File: src/rtl/song_sequencer_if.sv
// Control, ROM and output bundle of the song sequencer.
// The slave modport is the sequencer; the master is the host that also serves the ROM.
interface song_sequencer_if;
   logic       start;
   logic [1:0] song_select;
   logic [1:0] speed_select;
   logic [7:0] rom_addr;
   logic [9:0] rom_data;
   logic [3:0] note_out;
   logic [1:0] octave_out;
   logic [6:0] led_out;
   logic [1:0] song_num;
   logic       busy;
   logic       done;

   modport master (
      output start, song_select, speed_select, rom_data,
      input  rom_addr, note_out, octave_out, led_out, song_num, busy, done
   );

   modport slave (
      input  start, song_select, speed_select, rom_data,
      output rom_addr, note_out, octave_out, led_out, song_num, busy, done
   );
endinterface

File: src/rtl/song_sequencer.sv
// Plays note/duration words from an external synchronous ROM with a tempo prescaler,
// one-tick gaps between notes, pause/resume and song selection.
module song_sequencer #(
   parameter int TICK_DIV  = 12_500_000,
   parameter int NUM_SONGS = 3
) (
   input logic               clk,
   input logic               reset,
   song_sequencer_if.slave   bus
);

   localparam int PW = $clog2(TICK_DIV * 2 + 1);
   localparam logic [PW-1:0] P_NORM = PW'(TICK_DIV);
   localparam logic [PW-1:0] P_FAST = PW'(TICK_DIV / 2);
   localparam logic [PW-1:0] P_SLOW = PW'(TICK_DIV * 2);
   localparam logic [1:0]    LAST_SONG = 2'(NUM_SONGS - 1);

   typedef enum logic [2:0] {IDLE, FETCH, LOAD, PLAY, GAP, PAUSE, DONE} state_t;

   state_t        state, state_nxt;
   logic [1:0]    song_idx;
   logic [5:0]    step;
   logic [3:0]    note_r;
   logic [1:0]    oct_r;
   logic [3:0]    dur_cnt;
   logic [PW-1:0] presc;
   logic [PW-1:0] period;
   logic [PW-1:0] period_sel;
   logic          tick;

   wire [3:0] rom_note = bus.rom_data[9:6];
   wire [1:0] rom_oct  = bus.rom_data[5:4];
   wire [3:0] rom_dur  = bus.rom_data[3:0];

   assign tick = (presc == period - PW'(1));

   always_comb begin
      period_sel = P_NORM;
      case (bus.speed_select)
         2'b01:   period_sel = P_FAST;
         2'b10:   period_sel = P_SLOW;
         default: period_sel = P_NORM;
      endcase
   end

   // NOTE: state registers use non-blocking assignment so every flop samples pre-edge values.
   always_ff @(posedge clk or negedge reset) begin
      if (!reset) state <= IDLE;
      else        state <= state_nxt;
   end

   // NOTE: default assigned first so no path through the case can infer a latch.
   always_comb begin
      state_nxt = state;
      case (state)
         IDLE:    if (bus.start) state_nxt = FETCH;
         FETCH:   state_nxt = LOAD;
         LOAD:    state_nxt = (rom_note == 4'd15) ? DONE : PLAY;
         PLAY: begin
            // Expiry wins over a pause request landing on the same edge.
            if (tick && dur_cnt == 4'd1) state_nxt = GAP;
            else if (bus.start)          state_nxt = PAUSE;
         end
         PAUSE:   if (bus.start) state_nxt = PLAY;
         GAP:     if (tick) state_nxt = (step == 6'd63) ? DONE : FETCH;
         DONE:    state_nxt = IDLE;
         default: state_nxt = IDLE;
      endcase
   end

   always_ff @(posedge clk or negedge reset) begin
      if (!reset) begin
         song_idx <= '0;
         step     <= '0;
         note_r   <= '0;
         oct_r    <= '0;
         dur_cnt  <= '0;
         presc    <= '0;
         period   <= P_NORM;
      end else begin
         case (state)
            IDLE: begin
               if (bus.start) begin
                  step <= '0;
               end else if (bus.song_select == 2'b01) begin
                  song_idx <= (song_idx == LAST_SONG) ? 2'd0 : song_idx + 2'd1;
               end else if (bus.song_select == 2'b10) begin
                  song_idx <= (song_idx == 2'd0) ? LAST_SONG : song_idx - 2'd1;
               end
            end
            LOAD: begin
               note_r  <= rom_note;
               oct_r   <= rom_oct;
               dur_cnt <= (rom_dur == 4'd0) ? 4'd1 : rom_dur;
               presc   <= '0;
               period  <= period_sel;
            end
            PLAY, GAP: begin
               // The pausing edge is still a PLAY cycle, so the prescaler advances on it.
               presc <= tick ? '0 : presc + PW'(1);
               if (tick) period <= period_sel;
               if (state == PLAY && tick) dur_cnt <= dur_cnt - 4'd1;
               if (state == GAP && tick && step != 6'd63) step <= step + 6'd1;
            end
            default: ;
         endcase
      end
   end

   // Outputs decode from state so an asynchronous reset silences them without a clock.
   always_comb begin
      bus.note_out = 4'd0;
      if (state == PLAY && note_r <= 4'd7) bus.note_out = note_r;
      bus.led_out = 7'd0;
      if (bus.note_out != 4'd0) bus.led_out = 7'd1 << (bus.note_out - 4'd1);
   end

   assign bus.octave_out = oct_r;
   assign bus.rom_addr   = {song_idx, step};
   assign bus.song_num   = song_idx;
   assign bus.busy       = (state != IDLE);
   assign bus.done       = (state == DONE);

endmodule

File: src/flat_wrapper.sv
// flat-port wrapper written by rule: the top's interface ports become plain ports
module song_sequencer_flat 
#(
   parameter int TICK_DIV  = 12_500_000,
   parameter int NUM_SONGS = 3
)
  (clk, reset, bus_start, bus_song_select, bus_speed_select, bus_rom_data, bus_rom_addr, bus_note_out, bus_octave_out, bus_led_out, bus_song_num, bus_busy, bus_done);
  song_sequencer_if bus_i ();
  input logic clk;
  input logic reset;
  input wire logic [$bits(bus_i.start)-1:0] bus_start;
  input wire logic [$bits(bus_i.song_select)-1:0] bus_song_select;
  input wire logic [$bits(bus_i.speed_select)-1:0] bus_speed_select;
  input wire logic [$bits(bus_i.rom_data)-1:0] bus_rom_data;
  output wire logic [$bits(bus_i.rom_addr)-1:0] bus_rom_addr;
  output wire logic [$bits(bus_i.note_out)-1:0] bus_note_out;
  output wire logic [$bits(bus_i.octave_out)-1:0] bus_octave_out;
  output wire logic [$bits(bus_i.led_out)-1:0] bus_led_out;
  output wire logic [$bits(bus_i.song_num)-1:0] bus_song_num;
  output wire logic [$bits(bus_i.busy)-1:0] bus_busy;
  output wire logic [$bits(bus_i.done)-1:0] bus_done;
  assign bus_i.start = bus_start;
  assign bus_i.song_select = bus_song_select;
  assign bus_i.speed_select = bus_speed_select;
  assign bus_i.rom_data = bus_rom_data;
  assign bus_rom_addr = bus_i.rom_addr;
  assign bus_note_out = bus_i.note_out;
  assign bus_octave_out = bus_i.octave_out;
  assign bus_led_out = bus_i.led_out;
  assign bus_song_num = bus_i.song_num;
  assign bus_busy = bus_i.busy;
  assign bus_done = bus_i.done;
  song_sequencer #(.TICK_DIV(TICK_DIV), .NUM_SONGS(NUM_SONGS)) u_core (.clk(clk), .reset(reset), .bus(bus_i));
endmodule
File: config.mk
export PLATFORM = sky130hd
export DESIGN_NAME = song_sequencer_flat
export DESIGN_NICKNAME = d
export VERILOG_FILES = /design/src/rtl/song_sequencer_if.sv /design/src/rtl/song_sequencer.sv /design/src/flat_wrapper.sv
export SDC_FILE = /design/constraint.sdc
export NUM_CORES = 1
export LEC_CHECK = 0
export CAP_MARGIN = 20
export CORE_ASPECT_RATIO = 1.4
export CORE_MARGIN = 3
export CORE_UTILIZATION = 40
export CTS_CLUSTER_SIZE = 20
export DETAILED_ROUTE_END_ITERATION = 12
export MAX_ROUTING_LAYER = met4
export PLACE_DENSITY_LB_ADDON = 0.2
export REMOVE_ABC_BUFFERS = 1
export SYNTH_ARGS = -nofsm -noshare
export SYNTH_HDL_FRONTEND = slang
export SYNTH_SLANG_ARGS = --single-unit
File: constraint.sdc
create_clock -name clk -period 3.35 [get_ports clk]
set_clock_uncertainty 0.1 [all_clocks]
set_input_delay 0.67 -clock clk [delete_from_list [all_inputs] [get_ports clk]]
set_output_delay 0.67 -clock clk [all_outputs]
set_load 0.01 [all_outputs]
# Word-level counts from Yosys, hierarchy flattened
# Index checks and enable logic that the tools add are counted.
# classes
addsub,7
n_lt_le_gt_ge,1
eq_ne,23
shift,1
n_mux,25
bitwise_logic,1
n_reduce_logical,19
# ops
operator,count
25-bit case mux with 2 select lines,3
25-bit 2-to-1 mux,2
25-bit by 1-bit adder with 25-bit output (second input constant),1
25-bit == test,1
25-bit by 1-bit subtractor with 25-bit output (second input constant),1
3-bit 2-to-1 mux,7
3-bit case mux with 6 select lines,1
4-bit 2-to-1 mux,3
6-bit 2-to-1 mux,2
6-bit case mux with 2 select lines,1
3-bit == test (second input constant),3
2-bit 2-to-1 mux,4
2-bit by 1-bit != test with 1-bit output (second input constant),4
4-bit case mux with 2 select lines,1
4-bit by 1-bit subtractor with 4-bit output (second input constant),2
7-bit 2-to-1 mux,1
1-bit by 4-bit << shifter with 7-bit output (first input constant),1
6-bit by 1-bit adder with 6-bit output (second input constant),1
2-bit == test (second input constant),3
3-bit by 2-bit == test with 1-bit output (second input constant),2
6-bit == test (second input constant),1
6-bit != test (second input constant),1
3-bit AND reduction,2
2-bit nonzero test,3
other kinds (19),26
# word_totals
ff_bits,71
in_bits,17
out_inout_bits,25
word_cells,85

# Longest topological paths before layout
# logic_depth
depth_word,6
mapped_depth,11
mapped_depth_nobuf,9

# Worst setup path before layout
# Ideal clock, no wire load.
# synth_path
kind,register to output
from,register u_core.state[1]
to,output port bus_led_out[5]
arrival_time_ns,2.053
required_ns,2.580
path_slack_ns,0.527
stages_incl_launch_ff,11
n_path_buf,3
path_cell_list,dfrtp_1 buf_2 nor2b_1 buf_6 nand2_1 nor2_1 and2_1 clkbuf_1 nor2_1 ha_1 nor3b_1
# synth_via
elab_chain_len,6
word_cells_on_any_way,7
classes_between,add/sub: 1; eq/ne: 1; shift: 1; mux: 2; reduce/logical: 2
# synth_rtl
item,line,rtl
"start, declared",song_sequencer.sv:20,"state_t state, state_nxt;"
"start signal, assigned",song_sequencer.sv:49,else state <= state_nxt;
3-bit by 2-bit == test with 1-bit output (*),song_sequencer.sv:113,if (state == PLAY && note_r <= 4'd7) bus.note_out = note_r;
1-bit logical AND (*),song_sequencer.sv:113,
4-bit 2-to-1 mux (*),song_sequencer.sv:113,
net bus_note_out[0],flat_wrapper.sv:16,output wire logic [$bits(bus_i.note_out)-1:0] bus_note_out;
4-bit by 1-bit subtractor with 4-bit output,song_sequencer.sv:115,if (bus.note_out != 4'd0) bus.led_out = 7'd1 << (bus.note_out - 4'd1);
1-bit by 4-bit << shifter with 7-bit output,song_sequencer.sv:115,
7-bit 2-to-1 mux (*),song_sequencer.sv:115,
"end, declared",flat_wrapper.sv:18,output wire logic [$bits(bus_i.led_out)-1:0] bus_led_out;
# Mark *: on every way through the listed nets, which the timed path passes. The rest lies on a longest branch.

# Worst setup path after layout
# layout_path
from,register u_core.state[2]
to,output port bus_led_out[6]
# layout_via
elab_chain_len,6
word_cells_on_any_way,7
classes_between,add/sub: 1; eq/ne: 1; shift: 1; mux: 2; reduce/logical: 2
# layout_rtl
item,line
3-bit by 2-bit == test with 1-bit output (*),song_sequencer.sv:113
1-bit logical AND (*),song_sequencer.sv:113
4-bit 2-to-1 mux (*),song_sequencer.sv:113
4-bit by 1-bit subtractor with 4-bit output,song_sequencer.sv:115
1-bit by 4-bit << shifter with 7-bit output,song_sequencer.sv:115
7-bit 2-to-1 mux (*),song_sequencer.sv:115
# Mark *: on every way between the ends. The rest lies on a longest branch, timed or not.

==> flow_metrics.tcl <==
set metrics [dict create \
    wirelength_um 8370 \
    yosysUniqueCellTypes 64 \
    cts_post_setup_buffers_inserted 0 \
    slew_violations 0 \
    grt_max_degree 38 \
    finish.utilization_pct 49.94 \
    rows 39 \
    via_count 3039 \
    setup-violations-final 0 \
    worstPathArrival_ns 2.36 \
    setup.worst_path.end_class "primary output" \
    core_area_um2 8295 \
    cp_max_fo 7 \
    antenna_cells 0 \
    yosysTopAreaCell "dfrtp_1" \
    synthMostInstantiatedCell "dfrtp_1" \
    portBuffers 40 \
    ir_drop_uv 316.2 \
    yosys.area_share.simple_pct 23.31 \
    ff2ff_path_depth 9 \
    htreeDepth 2 \
    die_w_um 84.87 \
    clock.fmax_mhz 319.8 \
    synth_mux_area_share_pct 9.124 \
    cts_root_buf "clkbuf_16" \
    post-dp-hpwl_um 6301 \
    drc 0 \
    cts_tree "built" \
    ys_seq_area_share_pct 37.46 \
    synthTopCellsByCount "dfrtp_1, a21oi_1, nand2_1, nor2_1, nand3_1" \
    clk_pin_slew_worst_paths_ns 0.07 \
    antenna_found_initial 0 \
    area_delta_synth_final_pct 18.93 \
    drt_iter0_markers 117 \
    power_density_nw_per_um2 771.5 \
    required_ns 2.58 \
    first_global_vias 3136 \
    slew_headroom_pct 44.20 \
    yosysWarnings 0 \
    synthAdderAreaFrac_pct 5.388 \
    syn_avg_cell_area_um2 9.071 \
    layout-drive-gt1-share_pct 13.24 \
    fin_crit_ns 3.127 \
    synth_compound_area_share_pct 15.91 \
    clock_sink_count 52 \
    syn_area_um2 3483 \
    fp.dieH_um 116.4 \
    synth_edf_count 0 \
    start_util_pct 41.99 \
    hold_violations 0 \
    postLayoutCellArea_um2 4143 \
    die_area_um2 9880 \
    synth-seq-cells 52 \
    numCtsBuffers 5 \
    synthCells 384 \
    worst_skew_pair.late_latency_ns 0.29 \
    cp-start-kind "flop" \
    synth-xor-area-share_pct 3.017 \
    synth_top_family_by_area "simple AND/OR/NAND/NOR gates" \
    gp_congestion 0.8208 \
    ys_top_cells_by_area "dfrtp_1, mux2i_1, ha_1" \
    place_area_um2 3963 \
    layout.nets 454 \
    async_reset_ff_share_pct 100.0 \
    clockBufferDepth 2 \
    worst_pin_slew_ns 0.8371 \
    ant_nets 0 \
    fin_crit_sh_pct 93.33 \
    grt_pass1_wl_um 14630 \
    synth_flop_cell "dfrtp_1" \
    grt_overflow 0 \
    status "complete, no violations" \
    first_pass_iters 5 \
    detail_route.vias_per_cell 5.789 \
    yosysTopAreaCellShare_pct 35.20 \
    wire_per_inst_um 15.94 \
    io_pins 42 \
    critical_path_class "reg2out" \
    grtUsageTotal_pct 18.66 \
    maxCapViolCount 0 \
    cellLeakagePower_nw 1.779 \
    hold_class "in2async" \
]
## layout make-up
| cell class | count | area, um2 |
|---|---|---|
| tap | 102 | 127.6 |
| timing repair buffer | 50 | 478.0 |
| fill | 799 | 4153 |
| clock inverter | 2 | 35.03 |
| sequential | 52 | 1305 |
| inverter | 21 | 78.83 |
| multi-input combinational | 292 | 1989 |
| clock buffer | 6 | 128.9 |
## critical path, cell delays in order (launching register included)
cell	delay (ns)
dfrtp_1	0.38
nor2b_1	0.14
nand2_1	0.10
nor2_2	0.11
and2_2	0.21
nor2_1	0.07
ha_1	0.36
and3_1	0.17
clkdlybuf4s50_1	0.53
## flip-flops by register name, indices dropped and copies added (netlist names)
signal,cells
u_core.step,6
u_core.dur_cnt,4
u_core.state,3
u_core.presc,25
u_core.note_r,4
u_core.bus.octave_out,2
u_core.period,6
u_core.bus.song_num,2
## metal layers
layer	GRT usage [%]	up-vias	part of all wire [%]
met5	-	-	0
met3	2.752	8	3.4
li1	-	1465	-
met1	19.72	1495	40
met2	35.91	71	55
met4	5.069	0	1.2
## repair_timing
action,CTS,global route
gates resized for setup,0,6
setup endpoints to repair,0,6
hold buffers,0,0
## cells in the final DEF (no fill, tap or decap), types with 4 or more instances in the layout
cell             instances
nand3_1                 23
o31ai_1                  5
a21oi_1                 30
inv_1                   21
xor2_1                   5
nand2_1                 27
or3_1                    6
and3_1                   9
a31oi_1                  4
clkbuf_16                5
nor3_1                   7
dfrtp_1                 49
a211oi_1                 6
nor2_1                  24
o21ai_0                 22
mux2_2                  10
and2_1                   4
nand4_1                 12
clkdlybuf4s50_1         36
ha_1                    15
xnor2_1                  7
mux2i_1                 19
buf_4                   10
## path summary, 6_finish.rpt
kind                                          startpoint                             to  slack, ns
setup / recovery             u_core.state[2]$_DFFE_PN0P_                 bus_led_out[6]       0.22
hold / removal                                     reset   u_core.presc[21]$_DFFE_PN0P_       0.27
setup reg to reg           u_core.period[23]$_DFFE_PN1P_   u_core.period[9]$_DFFE_PN0P_       0.31
hold reg to reg            u_core.period[21]$_DFFE_PN1P_  u_core.period[21]$_DFFE_PN1P_       0.38
max in group asynchronous                          reset  u_core.period[17]$_DFFE_PN1P_       2.07
min in group clk           u_core.period[21]$_DFFE_PN1P_  u_core.period[21]$_DFFE_PN1P_       0.38
## kinds of logic (layout without fill, tap and decap cells)
kind of cell               Yosys count  in the layout
and+or+nand+nor                    145            145
AOI/OAI and AO/OA                   89             89
DFF                                 52             52
buffers and inverters               40             79
muxes                               30             30
adders and majority gates           15             15
xor gates and xnor gates            12             12
other                                1              1
## stage by stage
stage	power (W)	std cells	setup slack (ns)	setup TNS, ns	hold WS [ns]
finish	0.003196	525	0.2233	0	0.2692
CTS	0.003229	525	0.03654	0	0.2932
detailed placement	0.002635	517	0.3468	0	0.3649
global placement	0.002587	517	0.4496	0	0.3677
global route	0.003469	525	-0.0001712	-0.0001712	0.3220
floorplan	0.002034	365	0.5160	0	0.2744
## report_power, final
part	leakage (nW)	total (W)	switching (W)	internal (W)
sequential	0.675	0.00101	0.000193	0.000818
clock	0.0808	0.000579	0.000227	0.000352
combinational	1.02	0.00161	0.000893	0.000713
total	1.78	0.00320	0.00131	0.00188
Note: power is estimated with default switching activity, not from simulation.
